==> src/rtl/ramb16_s18_arb.sv <==
// Two-requester arbiter in front of a 1Kx18 single-port block RAM, with a
// background clear sweep that writes CLR_VAL to every word.
module ramb16_s18_arb #(
    parameter logic [17:0] CLR_VAL   = 18'h0,
    parameter bit          FIXED_PRI = 1'b0
) (
    input  logic        CLK,
    input  logic        RST_N,
    input  logic        CLR,
    output logic        BUSY,
    input  logic        A_REQ,
    input  logic        A_WE,
    input  logic [9:0]  A_ADDR,
    input  logic [15:0] A_DI,
    input  logic [1:0]  A_DIP,
    output logic        A_GNT,
    output logic        A_RVALID,
    output logic [15:0] A_DO,
    output logic [1:0]  A_DOP,
    input  logic        B_REQ,
    input  logic        B_WE,
    input  logic [9:0]  B_ADDR,
    input  logic [15:0] B_DI,
    input  logic [1:0]  B_DIP,
    output logic        B_GNT,
    output logic        B_RVALID,
    output logic [15:0] B_DO,
    output logic [1:0]  B_DOP,
    output logic        RAM_EN,
    output logic        RAM_WE,
    output logic        RAM_SSR,
    output logic [9:0]  RAM_ADDR,
    output logic [15:0] RAM_DI,
    output logic [1:0]  RAM_DIP,
    input  logic [15:0] RAM_DO,
    input  logic [1:0]  RAM_DOP
);

    typedef enum logic {IDLE = 1'b0, CLEAR = 1'b1} state_t;

    state_t      state, state_nxt;
    logic [9:0]  clr_cnt;
    logic        last_b;
    logic        run;
    logic        vld_a_p1, vld_b_p1;
    logic        gnt_a, gnt_b;

    // run holds grants off from reset until the first edge after release,
    // so every output sits at its reset value during that window.
    always_ff @(posedge CLK or negedge RST_N) begin
        if (!RST_N) begin
            state    <= IDLE;
            clr_cnt  <= '0;
            last_b   <= 1'b1;
            run      <= 1'b0;
            vld_a_p1 <= 1'b0;
            vld_b_p1 <= 1'b0;
        end else begin
            run      <= 1'b1;
            state    <= state_nxt;
            if (state == CLEAR)
                clr_cnt <= clr_cnt + 10'd1;
            if (gnt_a || gnt_b)
                last_b <= gnt_b;
            vld_a_p1 <= gnt_a & ~A_WE;
            vld_b_p1 <= gnt_b & ~B_WE;
        end
    end

    always_comb begin
        state_nxt = state;
        gnt_a     = 1'b0;
        gnt_b     = 1'b0;
        RAM_EN    = 1'b0;
        RAM_WE    = 1'b0;
        RAM_ADDR  = '0;
        RAM_DI    = '0;
        RAM_DIP   = '0;
        case (state)
            IDLE: begin
                if (run) begin
                    if (CLR) begin
                        state_nxt = CLEAR;
                    end else begin
                        gnt_a = A_REQ & (~B_REQ | FIXED_PRI | last_b);
                        gnt_b = B_REQ & ~gnt_a;
                    end
                end
            end
            CLEAR: begin
                RAM_EN             = 1'b1;
                RAM_WE             = 1'b1;
                RAM_ADDR           = clr_cnt;
                {RAM_DIP, RAM_DI}  = CLR_VAL;
                if (clr_cnt == 10'd1023)
                    state_nxt = IDLE;
            end
            default: state_nxt = IDLE;
        endcase
        if (gnt_a) begin
            RAM_EN   = 1'b1;
            RAM_WE   = A_WE;
            RAM_ADDR = A_ADDR;
            RAM_DI   = A_DI;
            RAM_DIP  = A_DIP;
        end else if (gnt_b) begin
            RAM_EN   = 1'b1;
            RAM_WE   = B_WE;
            RAM_ADDR = B_ADDR;
            RAM_DI   = B_DI;
            RAM_DIP  = B_DIP;
        end
    end

    // RAM outputs are shared; RVALID tells each side when they are its own.
    assign RAM_SSR  = 1'b0;
    assign BUSY     = (state == CLEAR);
    assign A_GNT    = gnt_a;
    assign B_GNT    = gnt_b;
    assign A_RVALID = vld_a_p1;
    assign B_RVALID = vld_b_p1;
    assign A_DO     = RAM_DO;
    assign A_DOP    = RAM_DOP;
    assign B_DO     = RAM_DO;
    assign B_DOP    = RAM_DOP;

endmodule

==> config.mk <==
export PLATFORM = sky130hd
export DESIGN_NAME = ramb16_s18_arb
export DESIGN_NICKNAME = d
export VERILOG_FILES = /design/src/rtl/ramb16_s18_arb.sv
export SDC_FILE = /design/constraint.sdc
export NUM_CORES = 1
export LEC_CHECK = 0
export BUFFER_PORTS_ARGS = -buffer_cell sky130_fd_sc_hd__buf_2
export CAP_MARGIN = 15
export CORE_ASPECT_RATIO = 1.75
export CORE_MARGIN = 3
export CORE_UTILIZATION = 39
export DETAILED_ROUTE_END_ITERATION = 8
export MAX_ROUTING_LAYER = met4
export PLACE_DENSITY_LB_ADDON = 0.12
export SYNTH_ARGS = -nofsm -noshare
export SYNTH_HDL_FRONTEND = slang
export SYNTH_SLANG_ARGS = --single-unit
export TNS_END_PERCENT = 50
==> constraint.sdc <==
create_clock -name CLK -period 3.8 [get_ports CLK]
set_clock_uncertainty 0.1 [all_clocks]
set_input_delay 0.38 -clock CLK [delete_from_list [all_inputs] [get_ports CLK]]
set_output_delay 0.38 -clock CLK [all_outputs]
set_load 0.02 [all_outputs]
==> flow_summary_export.csv <==
group,metric,value,unit
clock_tree,root_buffer,"clkbuf_8",
critical_path,critPathCaptureType,"output pin",
power,ir_drop,0.210,mV
floorplanning,die_x,52.7,um
critical_path,crit_arrival,2.48,ns
critical_path,path_depth,4,
clock_tree,cts_setup_buffers,0,
cells_and_area,finalNonFillerCells,254,
critical_path,crit_fanout,27,
power,p_leak,0.984,nW
timing,setup_viol,0,
cells_and_area,diodes,0,
synthesis,synth_area_leaders,"dfrtp_1 24%, buf_4 19%, a22o_1 11%",
critical_path,reg2regPathDepth,3,
floorplanning,dieArea,0.00462,mm^2
clock_tree,insertion_delay,0.25,ns
synthesis,synth_compound_area_frac,0.202,
timing,tns,0,ns
critical_path,worstPathRequired,3.32,ns
synthesis,synth_top_area_cell,"dfrtp_1",
floorplanning,die_h,87.7,um
synthesis,synth_top_area_share,0.236,
route,drt_iter0_drc,31,
clock_tree,cts_tree,"built",
route,detail-route-antenna-nets,0,
synthesis,seq_area_frac_synth,0.253,
critical_path,crit_family,"simple AND/OR/NAND/NOR gates",
clock_tree,cts_resized,0,
route,vias_per_cell,5.32,
clock_tree,cts_htree_levels,1,
synthesis,muxShareOfSynthArea,0.0976,
cells_and_area,fin_area,0.00176,mm^2
critical_path,cpMaxStageDelayCell,"dfrtp_1",
timing,min_period,2.96,ns
flow_run,maxCapViolCount,0,
timing,max_slew_margin,0.387,
synthesis,syn_inst,150,
synthesis,syn_area_per_cell,9.91,um^2
cells_and_area,drive_gt1_frac,0.563,
synthesis,yosys.area_share.simple,0.152,
placed_design,hpwl,3300,um
synthesis,synth_xor_area_frac,0.0530,
synthesis,synth_flop_cell,"dfrtp_1",
status,status,"finished clean",
worst_hold_path,whs_path_depth,2,
synthesis,synthArstFlopShare,1.00,
synthesis,yosysUniqueCellTypes,38,
route,vias,1351,
critical_path,critical_path.max_stage_delay,0.71,ns
power,finalPower,0.725,mW
floorplanning,start_util,0.410,
cells_and_area,num-nets-final,291,
placed_design,io_buffers,97,
clock_tree,clkTransAtPathRegs,0.06,ns
placed_design,dpl_cell_area,0.00171,mm^2
global_routing,grt_max_degree,28,
power,p_per_area,412,mW/mm^2
synthesis,synth_top_family_by_area,"buffers and inverters",
global_routing,antenna_found_initial,0,
timing,report.final.slew_viol_count,0,
placed_design,place.gp.congestion,0.855,
worst_hold_path,hold_path.class,"in2reg",
synthesis,synthAdderAreaFrac,0.00842,
floorplanning,pin_count,153,
clock_tree,cts_sinks,15,
synthesis,syn-num-nets,232,
timing,fin_crit_sh,0.779,
route,drtPass1Iterations,4,
critical_path,crit_type,"reg2out",
clock_tree,cts_buffer_depth,2,
synthesis,synth.ff_latch_count,15,
clock_tree,postCtsHoldBufs,1,
critical_path,cp_cell_sequence,"nor3b_4 > and2_1 > a22o_1 > buf_2",
route,drc,0,
critical_path,startpoint_type,"flip-flop",
floorplanning,core,0.00363,mm^2
global_routing,gr-total-overflow,0,
timing,clock.fmax,338,MHz
timing,finalHoldViolations,0,
timing,worst_pin_slew,0.919,ns
route,drt_wl_total,4060,um
timing,rsz0062_at_grt,"false",
cells_and_area,n_fill_cell,377,
cells_and_area,finish.utilization,0.485,
critical_path,timing.critical_path.buf_inv,1,
cells_and_area,area_growth,18.4,%
synthesis,syn-cell-area,0.00149,mm^2
global_routing,grt_pass1_vias,1359,
global_routing,grt_pass1_wl,6180,um
synthesis,yosysWarnings,0,
placed_design,dp.cells,249,
synthesis,synth-edff-count,0,
route,wl_per_cell,16.0,um
floorplanning,row_count,29,
global_routing,grt_usage,0.185,
clock_tree,cts_made_buffers,3,
-- synthesized netlist by cell type (3+ instances only) --
master	n
buf_4	38
a22o_1	18
dfrtp_1	14
a32o_1	9
mux2_4	6
and2b_1	5
nand2_1	5
xor2_1	5
buf_2	4
mux2_2	4
nand3_1	4
nor2b_1	4
xnor2_1	4
nor2_1	3
-- power breakdown --
part           switching, mW  leakage (nW)  internal (mW)  total [mW]
clock                 0.0560        0.0228         0.0743       0.130
combinational          0.152         0.777          0.171       0.323
sequential            0.0662         0.185          0.206       0.272
total                  0.274         0.984          0.451       0.725
-- metrics by stage --
step / setup WS, ns / hold slack (ns)
3_3_place_gp: 1.18 / 0.208
4_1_cts: 0.811 / 0.182
2_1_floorplan: 1.80 / -0.0156
3_5_place_dp: 1.10 / 0.205
6_report: 0.840 / 0.187
5_1_grt: 0.621 / 0.189
-- worst paths after layout --
| check | startpoint | endpoint | slack [ns] |
|---|---|---|---|
| max reg2reg | BUSY | B_RVALID | 1.64 |
| min | A_WE | A_RVALID | 0.19 |
| min reg2reg | clr_cnt[8] | clr_cnt[8] | 0.40 |
| min in group asynchronous | RST_N | clr_cnt[2] | 0.47 |
| max in group asynchronous | RST_N | last_b | 2.83 |
| max | BUSY | RAM_DI[2] | 0.84 |
-- state kept, by name (all words and copies together), names as in the netlist --
| name | flops |
|---|---|
| clr_cnt | 10 |
| B_RVALID | 1 |
| last_b | 1 |
| run | 1 |
| BUSY | 1 |
| A_RVALID | 1 |
-- layer usage --
| layer | global-route usage | share of wire | vias up |
|---|---|---|---|
| met5 | - | 0 | - |
| met4 | 0.0558 | 0.013 | 0 |
| met3 | 0.0426 | 0.11 | 4 |
| met2 | 0.304 | 0.49 | 105 |
| met1 | 0.220 | 0.39 | 618 |
| li1 | - | - | 624 |
-- cells in the final DEF (no fill, tap or decap), drive strengths merged, types with 2 or more instances in the layout --
cell,synthesis,routed
xnor2,4,4
nand2,5,5
and2b,5,5
clkbuf,1,4
nor2b,4,4
a22o,18,18
dfrtp,14,14
buf,44,98
nand3,6,6
nor2,3,3
inv,2,2
a32o,9,9
conb,2,2
xor2,5,5
mux2,10,10
-- layout make-up --
class | count | area (um^2) | share of cell area
multi-input cells | 88 | 771 | 0.438
well taps | 46 | 57.6 | 0.0327
flip-flops and latches | 15 | 377 | 0.214
repair buffers | 99 | 503 | 0.286
clock buffers | 4 | 45.0 | 0.0256
inverters | 2 | 7.51 | 0.00426
-- kinds of logic (layout without fill, tap and decap cells) --
family | after synthesis | after routing
buffers and inverters | 47 | 105
multiplexers | 11 | 11
other | 2 | 2
flip-flops | 15 | 15
XOR/XNOR | 9 | 9
adder cells (fa/ha/maj) | 1 | 1
AND/OR/NAND/NOR | 31 | 31
AO/OA/AOI/OAI | 34 | 34
Power figures use the tool's default switching activity.
